==> src/rtl/sync_bits_debounce_pkg.sv <==
// Shared helpers for the sync_bits_debounce input conditioner.
package sync_bits_debounce_pkg;

    localparam int unsigned MIN_STAGES = 2;
    localparam int unsigned MAX_STAGES = 8;

    // Ceiling log2 via a bounded loop so it elaborates as a constant function.
    function automatic int unsigned clog2(input int unsigned v);
        int unsigned r;
        r = 0;
        for (int i = 0; i < 32; i++) begin
            if ((64'(1) << i) < 64'(v)) begin
                r = unsigned'(i + 1);
            end
        end
        return r;
    endfunction

    // Debounce counter width: clog2(cycles+1), never narrower than one bit.
    function automatic int unsigned cnt_width(input int unsigned cycles);
        int unsigned w;
        w = clog2(cycles + 1);
        return (w < 1) ? 1 : w;
    endfunction

endpackage

==> src/rtl/sync_bits_debounce_chan.sv <==
// One channel: synchronizer chain, debounce counter, clean level and edge pulses.
module sync_bits_debounce_chan
    import sync_bits_debounce_pkg::*;
#(
    parameter int unsigned STAGES          = 3,
    parameter int unsigned DEBOUNCE_CYCLES = 16,
    parameter logic        RESET_VAL       = 1'b0
) (
    input  logic clk,
    input  logic rst,
    input  logic i_async,
    input  logic i_filter_en,
    output logic o_dst,
    output logic o_rise,
    output logic o_fall
);

    localparam int unsigned CW             = cnt_width(DEBOUNCE_CYCLES);
    localparam int unsigned LAST           = (DEBOUNCE_CYCLES > 0) ? DEBOUNCE_CYCLES - 1 : 0;
    localparam logic [CW-1:0] CNT_LAST     = CW'(LAST);
    localparam bit          FILTER_PRESENT = (DEBOUNCE_CYCLES > 0);

    (* ASYNC_REG = "TRUE", dont_touch = "true" *) logic [STAGES-1:0] r_sync;

    logic [CW-1:0] r_cnt;
    logic [CW-1:0] w_cnt_nxt;
    logic          r_dst;
    logic          w_dst_nxt;
    logic          w_s;
    logic          w_filter_on;
    logic          r_rise;
    logic          r_fall;

    // Metastability chain; index 0 samples the asynchronous pin.
    always_ff @(posedge clk) begin
        if (rst) begin
            r_sync <= {STAGES{RESET_VAL}};
        end else begin
            r_sync <= {r_sync[STAGES-2:0], i_async};
        end
    end

    assign w_s         = r_sync[STAGES-1];
    assign w_filter_on = i_filter_en && FILTER_PRESENT;

    // dst follows s only after s has differed for DEBOUNCE_CYCLES consecutive edges.
    always_comb begin
        w_dst_nxt = r_dst;
        w_cnt_nxt = '0;
        if (!w_filter_on) begin
            w_dst_nxt = w_s;
        end else if (w_s != r_dst) begin
            if (r_cnt == CNT_LAST) begin
                w_dst_nxt = w_s;
            end else begin
                w_cnt_nxt = r_cnt + CW'(1);
            end
        end
    end

    always_ff @(posedge clk) begin
        if (rst) begin
            r_dst  <= RESET_VAL;
            r_cnt  <= '0;
            r_rise <= 1'b0;
            r_fall <= 1'b0;
        end else begin
            r_dst  <= w_dst_nxt;
            r_cnt  <= w_cnt_nxt;
            r_rise <= w_dst_nxt & ~r_dst;
            r_fall <= ~w_dst_nxt & r_dst;
        end
    end

    assign o_dst  = r_dst;
    assign o_rise = r_rise;
    assign o_fall = r_fall;

endmodule

==> src/rtl/sync_bits_debounce.sv <==
// Multi-channel asynchronous level conditioner: sync chain, optional debounce, edge pulses.
module sync_bits_debounce
    import sync_bits_debounce_pkg::*;
#(
    parameter int unsigned      WIDTH           = 1,
    parameter int unsigned      STAGES          = 3,
    parameter int unsigned      DEBOUNCE_CYCLES = 16,
    parameter logic [WIDTH-1:0] RESET_VAL       = '0
) (
    input  logic             clk,
    input  logic             rst,
    input  logic [WIDTH-1:0] async_in,
    input  logic             filter_en,
    output logic [WIDTH-1:0] dst,
    output logic [WIDTH-1:0] rise,
    output logic [WIDTH-1:0] fall
);

    if (STAGES < MIN_STAGES || STAGES > MAX_STAGES) begin : g_bad_stages
        $error("sync_bits_debounce: STAGES must be within 2..8");
    end

    // Channels are independent; no coherency across bits is implied.
    for (genvar g = 0; g < WIDTH; g++) begin : g_chan
        sync_bits_debounce_chan #(
            .STAGES          (STAGES),
            .DEBOUNCE_CYCLES (DEBOUNCE_CYCLES),
            .RESET_VAL       (RESET_VAL[g])
        ) u_chan (
            .clk         (clk),
            .rst         (rst),
            .i_async     (async_in[g]),
            .i_filter_en (filter_en),
            .o_dst       (dst[g]),
            .o_rise      (rise[g]),
            .o_fall      (fall[g])
        );
    end

endmodule

==> config.mk <==
export PLATFORM = sky130hd
export DESIGN_NAME = sync_bits_debounce
export DESIGN_NICKNAME = d
export VERILOG_FILES = /design/src/rtl/sync_bits_debounce_pkg.sv /design/src/rtl/sync_bits_debounce_chan.sv /design/src/rtl/sync_bits_debounce.sv
export SDC_FILE = /design/constraint.sdc
export NUM_CORES = 1
export LEC_CHECK = 0
export ABC_AREA = 1
export CORE_AREA = 2 2 39 41
export CTS_CLUSTER_DIAMETER = 50
export DETAILED_ROUTE_END_ITERATION = 16
export DIE_AREA = 0 0 41 43
export GPL_TIMING_DRIVEN = 0
export SYNTH_ARGS = -nofsm -noshare
export SYNTH_HDL_FRONTEND = slang
export SYNTH_HIERARCHICAL = 1
export SYNTH_SLANG_ARGS = --single-unit
==> constraint.sdc <==
create_clock -name clk -period 1.75 [get_ports clk]
set_input_delay 0.35 -clock clk [delete_from_list [all_inputs] [get_ports clk]]
set_output_delay 0.35 -clock clk [all_outputs]
set_load 0.05 [all_outputs]
==> results_dict.tcl, run 1 <==
set metrics [dict create \
    dieArea_sq_um 1760 \
    root_buffer "clkbuf_4" \
    area_growth_pct 21.9 \
    crit_type "register to output port" \
    num_io_pins 7 \
    drt_iter0_drc 1 \
    grt_pass1_vias 264 \
    synth_cell_type_count 15 \
    vias_per_cell 3.99 \
    maxSlewViolCount 0 \
    worst_path_max_delay_cell "dlygate4sd2_1" \
    cts_buffer_depth 2 \
    synthesis.instances 54 \
    synthXorXnorAreaFrac 0.0191 \
    drive_above_1_share 0.206 \
    h-tree-depth 1 \
    slowest_delay_ns 0.54 \
    multi_input_area_sq_um 185 \
    synth-simple-area-share 0.320 \
    start_kind "register" \
    overflow 0 \
    synthFlopType "dfxtp_1" \
    p_leak_nw 0.270 \
    finalCritPeriodShare 0.871 \
    path_buf_inv 1 \
    worst_pin_slew_ns 0.499 \
    setup_violations 0 \
    crit_chain "dlygate4sd2_1" \
    postLayoutCellArea_sq_um 558 \
    synth_top_family_by_area "simple AND/OR/NAND/NOR gates" \
    cts.sink_count 11 \
    grt_max_degree 9 \
    wire_per_inst_microns 7.30 \
    seq_area_frac_synth 0.481 \
    finalNetCount 70 \
    clock_latency_ns 0.26 \
    drc 0 \
    cts-hold-fix-buffers 0 \
    fillers 144 \
    synth.ff_latch_count 11 \
    io_buffers 5 \
    die_w_microns 41 \
    grt_pass1_wl_microns 1010 \
    outcome "finished, final reports clean" \
    synth_fa_ha_area_frac 0.0546 \
    synthMuxAreaShare 0 \
    tritoncts "built" \
    via_count 315 \
    fmaxAchievable_mhz 656 \
    core.rowCount 14 \
    fin_skew_ns 0.00227 \
    grt_use_total 0.0899 \
    crit_path_end_kind "output port" \
    path_clk_slew_ns 0.07 \
    rsz0062_at_grt "no" \
    synth_area_leaders "dfxtp_1 (48%), nor2_1 (9.0%), inv_1 (6.6%)" \
    avgSynthCellArea_sq_um 8.48 \
    synth_nets 60 \
    globalplace.congestion 0.620 \
    period_needed_ns 1.52 \
    ys_top_cells_by_count "dfxtp_1 (11), nor2_1 (11), inv_1 (8), nand2_1 (6)" \
    wl_met3_microns 36 \
    crit_arrival_ns 1.17 \
    die_h_microns 43 \
    fin_tns_setup_ns 0 \
    num_antenna_cells 0 \
    core_area_sq_um 1380 \
    antenna_found_initial 0 \
    synth_edf_count 0 \
    regArea_sq_um 220 \
    hold_path.class "primary input to register" \
    max-cap-violations 0 \
    wl_met2_microns 226 \
    netlist.area_leader.share 0.481 \
    synth_top_area_cell "dfxtp_1" \
    async_flop_share 0 \
    slew_headroom 0.667 \
    wirelength_microns 577 \
    synth-compound-area-share 0.0109 \
    dp_hpwl_microns 454 \
    cts_buffers 3 \
    first_pass_iters 4 \
    topRoutingLayerUsed "met4" \
    p_per_area_nw_per_um2 828 \
    antenna_left 0 \
    cp.required_ns 1.40 \
    hold_viol_final 0 \
    syn_area_sq_um 458 \
    m1WireLength_microns 300 \
    postPlaceCellArea_sq_um 528 \
    initial_utilization 0.331 \
    yosys_warnings 6 \
    path_max_fanout 4 \
    ir_worst_vdd_mv 0.342 \
    path_delay_family "buffers and inverters" \
]
-- report_power, final --
| group | internal (mW) | leakage [nW] | total (mW) | switching, mW |
|---|---|---|---|---|
| clock | 0.0879 | 0.0150 | 0.164 | 0.0761 |
| combinational | 0.0156 | 0.166 | 0.0391 | 0.0235 |
| sequential | 0.256 | 0.0894 | 0.259 | 0.00307 |
| total | 0.359 | 0.270 | 0.462 | 0.103 |
-- cell families after synthesis --
kind of cell / Yosys count
AND/OR/NAND/NOR: 27
adder cells (fa/ha/maj): 2
AO/OA/AOI/OAI: 1
XOR/XNOR: 1
flip-flops: 11
buffers and inverters: 12
-- per-layer routing --
| metal | vias to the layer above | track usage |
|---|---|---|
| met2 | 7 | 0.100 |
| met3 | 2 | 0.0314 |
| met4 | 0 | 0.100 |
| met1 | 124 | 0.118 |
| li1 | 182 | - |
| met5 | - | 0 |
-- metrics by stage --
step	setup slack (ns)	hold WS, ns	power [mW]	util	std cells
finish	0.226	0.294	0.462	0.403	79
global route	0.178	0.287	0.489	0.403	79
CTS	0.0304	0.286	0.471	0.400	79
detailed placement	0.219	0.396	0.305	0.382	75
global placement	0.218	0.390	0.305	0.382	75
floorplan	0.471	0.388	0.293	-	54
-- layout by cell type, fill, tap and decap left out --
master / n
buf_6: 1
clkbuf_1: 1
clkbuf_4: 3
clkdlybuf4s50_1: 2
dfxtp_1: 11
dlygate4sd2_1: 1
dlymetal6s2s_1: 2
ha_1: 2
inv_1: 8
inv_2: 3
nand2_1: 6
nand2_2: 3
nand3_1: 3
nand4_1: 1
nand4_4: 1
nor2_1: 11
nor2_4: 1
nor3_2: 1
o21ai_1: 1
xnor2_1: 1
-- cell type report --
class / count / share of cell area
sequential: 11 / 0.395
clock buffer: 4 / 0.0471
inverter: 11 / 0.0740
timing repair buffer: 5 / 0.0964
tap: 16 / 0.0359
multi-input combinational: 31 / 0.332
buffer: 1 / 0.0202
-- worst paths after layout --
check                                                            from                                    end  slack, ns  depth (start not counted)
worst min-delay path                                              rst     g_chan[0].u_chan/o_fall$_SDFF_PP0_       0.29                          2
worst min register to register  g_chan[0].u_chan/r_sync[0]$_SDFF_PP0_  g_chan[0].u_chan/r_sync[1]$_SDFF_PP0_       0.40                          2
worst max-delay path                g_chan[0].u_chan/o_dst$_SDFF_PP0_                                    dst       0.23                          1
worst max register to register   g_chan[0].u_chan/r_cnt[0]$_SDFF_PP0_      g_chan[0].u_chan/o_dst$_SDFF_PP0_       0.35                          9
-- registers in the layout, indices dropped and copies added, names as in the netlist --
name / cells
g_chan.u_chan/o_dst: 1
g_chan.u_chan/o_fall: 1
g_chan.u_chan/o_rise: 1
g_chan.u_chan/r_cnt: 5
g_chan.u_chan/r_sync: 3
-- repair_timing --
action | CTS | global route
setup endpoints to repair | 1 | 2
setup buffers | 0 | 0
resized for setup | 1 | 2
(Power assumes the default switching activity.)
==> run 2, diff against run 1 <==
- CAP_MARGIN: unset -> 20
==> results of run 2 <==
Final layout, timing and power as in run 1 (identical DEF).
